## config.mk

```make
export PLATFORM = sky130hd
export DESIGN_NAME = ora_count_multi
export DESIGN_NICKNAME = d
export VERILOG_FILES = /design/src/rtl/ora_pkg.sv /design/src/rtl/ora_count_chan.sv /design/src/rtl/ora_count_multi.sv
export SDC_FILE = /design/constraint.sdc
export NUM_CORES = 1
export LEC_CHECK = 0
export ABC_AREA = 1
export CAP_MARGIN = 0
export CORE_MARGIN = 5
export CORE_UTILIZATION = 50
export CTS_BUF_LIST = sky130_fd_sc_hd__clkbuf_8
export DETAILED_ROUTE_END_ITERATION = 10
export PLACE_DENSITY_LB_ADDON = 0.3
export SYNTH_ARGS = -nofsm -noshare
export SYNTH_HDL_FRONTEND = slang
export SYNTH_SLANG_ARGS = --single-unit
```

## constraint.sdc

```tcl
create_clock -name clk -period 2.2 [get_ports clk]
set_clock_uncertainty 0.15 [all_clocks]
set_input_delay 0.33 -clock clk [delete_from_list [all_inputs] [get_ports clk]]
set_output_delay 0.33 -clock clk [all_outputs]
set_load 0.02 [all_outputs]
```

## src/rtl/ora_pkg.sv

```systemverilog
// rtl/ora_pkg.sv - shared types and constants for the counting output response analyzer
package ora_pkg;

    typedef enum logic [1:0] {
        IDLE = 2'd0,
        RUN  = 2'd1,
        CMP  = 2'd2,
        DONE = 2'd3
    } state_t;

    localparam logic MODE_ONES  = 1'b0;
    localparam logic MODE_TRANS = 1'b1;

endpackage

```

## src/rtl/ora_count_chan.sv

```systemverilog
// rtl/ora_count_chan.sv - one analyzer channel: ones/transition counter with wrap or saturate
module ora_count_chan
    import ora_pkg::*;
#(
    parameter int BITS = 16
) (
    input  logic            clk,
    input  logic            rst,
    input  logic            clr,
    input  logic            en,
    input  logic            mode,
    input  logic            sat_en,
    input  logic            din,
    output logic [BITS-1:0] count,
    output logic            ovf
);

    logic prev;
    logic inc;

    // prev starts at 0, so a leading 1 in transition mode counts as an edge
    assign inc = (mode == MODE_TRANS) ? (din ^ prev) : din;

    // Count one increment per enabled sample; all-ones either holds or wraps and flags overflow
    always_ff @(posedge clk) begin
        if (rst || clr) begin
            count <= '0;
            prev  <= 1'b0;
            ovf   <= 1'b0;
        end else if (en) begin
            prev <= din;
            if (inc) begin
                if (&count) begin
                    ovf <= 1'b1;
                    if (!sat_en) begin
                        count <= '0;
                    end
                end else begin
                    count <= count + BITS'(1);
                end
            end
        end
    end

endmodule

```

## src/rtl/ora_count_multi.sv

```systemverilog
// rtl/ora_count_multi.sv - multi-channel counting ORA: window control, per-channel compare
module ora_count_multi
    import ora_pkg::*;
#(
    parameter int CH       = 4,
    parameter int BITS     = 16,
    parameter int LEN_BITS = 16
) (
    input  logic                clk,
    input  logic                rst,
    input  logic                start,
    input  logic                mode,
    input  logic                sat_en,
    input  logic [LEN_BITS-1:0] test_len,
    input  logic [CH-1:0]       din,
    input  logic [CH*BITS-1:0]  golden,
    output logic                busy,
    output logic                done,
    output logic                pass,
    output logic [CH-1:0]       fail_mask,
    output logic [CH-1:0]       ovf,
    output logic [CH*BITS-1:0]  counts
);

    state_t              state;
    state_t              state_nxt;
    logic [LEN_BITS-1:0] win;
    logic [LEN_BITS-1:0] len_q;
    logic                mode_q;
    logic                sat_q;
    logic                accept;
    logic                sample;
    logic [CH-1:0]       mismatch;

    // start is only honoured while no window is in flight
    assign accept = start && ((state == IDLE) || (state == DONE));
    assign sample = (state == RUN);
    assign busy   = (state == RUN) || (state == CMP);
    assign done   = (state == DONE);

    for (genvar i = 0; i < CH; i++) begin : g_chan
        logic [BITS-1:0] chan_count;

        ora_count_chan #(.BITS(BITS)) u_chan (
            .clk    (clk),
            .rst    (rst),
            .clr    (accept),
            .en     (sample),
            .mode   (mode_q),
            .sat_en (sat_q),
            .din    (din[i]),
            .count  (chan_count),
            .ovf    (ovf[i])
        );

        assign counts[i*BITS +: BITS] = chan_count;
        assign mismatch[i]            = (chan_count != golden[i*BITS +: BITS]);
    end

    // State register
    always_ff @(posedge clk) begin
        if (rst) begin
            state <= IDLE;
        end else begin
            state <= state_nxt;
        end
    end

    // Next-state: a zero-length window skips straight to compare
    always_comb begin
        state_nxt = state;
        case (state)
            IDLE, DONE: begin
                if (start) begin
                    state_nxt = (test_len != '0) ? RUN : CMP;
                end
            end
            RUN: begin
                if (win == (len_q - LEN_BITS'(1))) begin
                    state_nxt = CMP;
                end
            end
            CMP:     state_nxt = DONE;
            default: state_nxt = IDLE;
        endcase
    end

    // Window setup on start, sample counting in RUN, golden compare captured in CMP
    always_ff @(posedge clk) begin
        if (rst) begin
            win       <= '0;
            len_q     <= '0;
            mode_q    <= MODE_ONES;
            sat_q     <= 1'b0;
            fail_mask <= '0;
            pass      <= 1'b0;
        end else if (accept) begin
            win       <= '0;
            len_q     <= test_len;
            mode_q    <= mode;
            sat_q     <= sat_en;
            fail_mask <= '0;
            pass      <= 1'b0;
        end else if (state == RUN) begin
            win <= win + LEN_BITS'(1);
        end else if (state == CMP) begin
            fail_mask <= mismatch;
            pass      <= ~|mismatch;
        end
    end

endmodule

```

# Yosys cells after proc, flatten, opt, wreduce, memory -nomap -nowiden
# Cells that the tools add are included.
word_totals:
  register_bits: 113
  latch_bits: 0
  ramBits: 0
  mem_bits_ro: 0
  input_bits: 89
  out_inout_bits: 75
  word_cells: 81
  memories: 0
op_classes:
  addsub: 6
  n_mul: 0
  div: 0
  magnitude_cmp: 0
  eq_ne: 14
  n_shift: 0
  muxes: 13
  bitwise_logic: 5
  n_reduce_logical: 24
op_table:
  columns: ["op", "n"]
  rows:
  - ["$add 16x1->16 const B", 5]
  - ["$mux 16", 5]
  - ["$reduce_and 18->1", 4]
  - ["$ne 16x16->1", 4]
  - ["$reduce_and 16->1", 4]
  - ["$eq 16x16->1", 1]
  - ["$reduce_bool 16->1", 1]
  - ["$sub 16x1->16 const B", 1]
  - ["$ne 2x2->1 const B", 6]
  - ["$reduce_and 3->1", 4]
  - ["$mux 2", 3]
  - ["$pmux 2 s3", 1]
  - ["$eq 2x2->1 const B", 2]
  - ["$mux 1", 4]
  - ["$reduce_and 2->1", 2]
  - ["$reduce_or 2->1", 2]
  - ["$reduce_or 4->1", 1]
  - ["$xor 1x1->1", 4]
  - ["$logic_or 1x1->1", 3]
  - ["$eq 2x1->1 const B", 1]
  - ["$logic_not 2->1", 1]
  - ["$logic_and 1x1->1", 1]
  - ["$logic_not 1->1", 1]
  - ["$not 1->1", 1]

# Longest topological paths before layout
depth:
  ltp_word: 4
  ltp_mapped: 17
  ltp_nobuf: 17

# Cells and area by module
# A second synthesis with hierarchy kept.
unflattened:
  cells_unflattened: 1270
  hier_area_um2: 7801.2
modules_own_cells:
  columns: ["module", "instances", "cells_each", "area_each_um2", "seq_area_each_um2"]
  rows:
  - ["ora_count_chan", 4, 196, 1154.9, 360.3]
  - ["ora_count_multi", 1, 486, 3181.8, 820.8]

# Worst setup path before layout
# OpenSTA, ideal clock, no wires.
synth_path:
  path_kind: "register -> register"
  from: "register state[0]"
  to: "register g_chan[1].u_chan.count[0]"
  setup_time_ns: 0.070
  arrival_time_ns: 1.797
  required_ns: 1.980
  slack_ns: 0.183
  path_stages_with_launch: 10
  n_path_buf: 2
  synth_period_minus_slack_ns: 2.017
  path_cell_list: "dfxtp_1 > inv_1 > ha_1 > nand2_1 > inv_2 > nor2_4 > clkbuf_1 > buf_2 > o21ai_1 > a21oi_1"
synth_via:
  elab_chain_cells: 4
  elab_cells_between_ends: 7
  classes_between: "2 x eq/ne; 5 x reduce/logical"
synth_lines:
  columns: ["element", "line", "source"]
  rows:
  - ["from (decl)", "ora_count_multi.sv:25", "state_t state;"]
  - ["from (signal assigned)", "ora_count_multi.sv:65", "state <= state_nxt;"]
  - ["$eq 2x2->1 / $logic_not 2->1 (equally long branches)", "ora_count_multi.sv:36", "assign accept = start && ((state == IDLE) || (state == DONE));"]
  - ["$logic_or 1x1->1", "ora_count_multi.sv:36", null]
  - ["$logic_and 1x1->1", "ora_count_multi.sv:36", null]
  - ["$logic_or 1x1->1", "ora_count_chan.sv:26", "if (rst || clr) begin"]
  - ["to (signal assigned)", "ora_count_chan.sv:39", "count <= count + BITS'(1);"]
  - ["to (decl)", "ora_count_chan.sv:14", "output logic [BITS-1:0] count,"]
# Parallel ways exist; a longest one is shown, timed or not.
# A chain may end at the register's enable or synchronous reset.

# Worst setup path after layout
layout_path:
  from: "register state[1]"
  to: "output done"
layout_via:
  elab_chain_cells: 1
layout_lines:
  columns: ["element", "line", "source"]
  rows:
  - ["$eq 2x2->1", "ora_count_multi.sv:39", "assign done = (state == DONE);"]
  - ["to (decl)", "ora_count_multi.sv:18", "output logic done,"]
# No other way between the ends.

==> reports/results.tsv <==
metric	value	unit
status	finished, final reports clean	
static leakage	3.66	nW
final setup violation count	0	
FP Rows	42	
Worst Path Required	1720	ps
height of the die	127	um
DRT Pass-1 Iters	5	
worst-margin pin slew	501	ps
Async SR Flop Fraction	0	%
Hold-fix buffers, CTS	0	
post-synthesis sequential area ratio	33.1	%
Ports	164	
placed cell count	1354	
met1 WL	8.59	mm
layout cells sized above 1	13.7	%
DP Area	8870	um^2
dpl ws	-49.9	ps
cells after synthesis	998	
commonest cells after routing, fill and taps aside	nand2_1, clkdlybuf4s50_1, nor2_1	
Worst-path clk slew	70	ps
Yosys top cell area share	33.1	%
CTS tree	yes	
H-tree Lvls	4	
vias in the first global route	6859	
most common cell after layout, fill and taps aside	nand2_1	
clock sink count	113	
ANT cells	0	
Multi-input gate area	4080	um^2
Rel. slew slack	66.3	%
CP Launch Type	flop	
cell accounting for the most synthesized area	dfxtp_1	
IO Port Bufs	163	
met3 wire len	1.05	mm
HPWL after DPL	14.6	mm
CP max FO	4	
final WL	19.1	mm
worst hold path class	flop to flop	
max-slew violations	0	
Filler cells	1101	
minimum clock period	2110	ps
GRT Util Overall	23.2	%
Cell Pwr Density	761	nW/um^2
arrival time at the worst endpoint	1630	ps
final setup margin	85.8	ps
antenna violations before repair	0	
Syn Nets	1096	
Ys Warns	0	
ranking of synthesized cells by area	dfxtp_1, nand2_1, nor2_1	
final hold violation count	0	
Syn-to-layout area delta	39.1	%
Nets	1307	
Primary FF master, synth	dfxtp_1	
Routed Antenna Nets	0	
Initial Util	51.2	%
starting DRC count in detailed routing	468	
Finished Core Util	71.2	%
Clock Tree Root	clkbuf_8	
post-DR vias/cell	5.09	
# DRC	0	
EDFF count, synth	0	
synthesized area	6840	um^2
Die W	127	um
TritonCTS buffer count	17	
gr ovfl total	0	
Yosys reg bits	113	
largest net degree at the start of global routing	28	
global-route wire length before repair	31.0	mm
Max Freq	473	MHz
Finished Cell Area	9510	um^2
vias post-DR	7113	
Wirelength per Cell	13.6	um
kind of end point of the critical path	primary output	
RSZ-0062 raised after global routing	true	
final worst path period share	96.1	%
RD Place Congestion	0.917	
CORE AREA	13300	um^2
die area	16100	um^2
Synth cell types	50	
VDD IR max	0.722	mV
Clk Latency, worst-skew pair	440	ps
met2 WL	9.06	mm
Finished Layout Cells	1398	
max layer used	met4	
Crit Path Class	flop to primary output	
setup_tns	0	ps
Pwr Total	7.24	mW
Syn Area/Cell	6.85	um^2
FF+latch area	2260	um^2
hold_ws	316	ps
Max-Cap Viols	0	
clock buffer depth	2	
## synth_stat cells (4+ instances only)
| cell | number |
|---|---|
| nand2_1 | 190 |
| nor2_1 | 130 |
| inv_1 | 119 |
| dfxtp_1 | 113 |
| a21oi_1 | 64 |
| nand3_1 | 53 |
| o21ai_0 | 44 |
| xnor2_1 | 43 |
| xor2_1 | 33 |
| nor3_1 | 26 |
| nand4_1 | 19 |
| nor4_1 | 17 |
| nor2_2 | 15 |
| inv_2 | 11 |
| ha_1 | 9 |
| nand2_2 | 9 |
| o21ai_1 | 9 |
| buf_4 | 7 |
| clkbuf_1 | 7 |
| nand3b_1 | 7 |
| nand2_4 | 6 |
| nor3b_1 | 6 |
| o21a_1 | 6 |
| a21oi_2 | 4 |
| a31oi_1 | 4 |
| buf_2 | 4 |
| nor2_4 | 4 |
## layer usage
layer  GRT usage, %  vias to the layer above
li1               -                     3661
met5              0                        -
met3           5.38                       29
met2           38.9                      209
met4           8.45                        0
met1           29.1                     3214
## worst max-delay path, cell delays in order (launching register included)
cell and delay (ps):
dfxtp_1 380, ha_1 200, clkdlybuf4s50_1 610
## report_power, final
group	switching, mW	total, mW	internal, mW
Clock	0.872	2.17	1.30
Combinational	1.57	2.63	1.07
Sequential	0.204	2.44	2.23
Total	2.64	7.24	4.59
## final timing paths
kind                            startpoint  slack [ps]        to  cells past startpoint
worst max-delay path              state[1]          90      done                      2
worst min-delay path                  pass         320      pass                      2
worst max register to register    len_q[0]         140  state[0]                     15
worst min register to register        pass         320      pass                      2
## registers in the layout, indices dropped and copies added (netlist names)
| register | cells |
|---|---|
| pass | 1 |
| sat_q | 1 |
| win | 16 |
| g_chan.u_chan.prev | 4 |
| fail_mask | 4 |
| g_chan.u_chan.ovf | 4 |
| len_q | 16 |
| state | 2 |
| mode_q | 1 |
| g_chan.u_chan.count | 64 |
## layout make-up
| type | count | area share, % |
|---|---|---|
| repair buffers | 212 | 21.1 |
| inverters | 132 | 5.24 |
| multi-input cells | 733 | 42.9 |
| clock inverters | 9 | 1.33 |
| well taps | 176 | 2.32 |
| clock buffers | 23 | 3.33 |
| flip-flops and latches | 113 | 23.8 |
## timing repair
item                                    4_1_cts  5_1_grt
buffers inserted                              0       11
resized for setup                             1       32
endpoints found under the setup margin        1       35
pin swaps                                     0        8
cloned                                        0        1
## kinds of logic after synthesis
| group | share of synthesized area, % |
|---|---|
| flip-flops | 33.1 |
| buffers and inverters | 8.93 |
| XOR/XNOR | 9.73 |
| adder cells (fa/ha/maj) | 1.65 |
| AND/OR/NAND/NOR | 34.5 |
| AO/OA/AOI/OAI | 12.1 |
No activity file was read; power rests on OpenSTA's default activity.
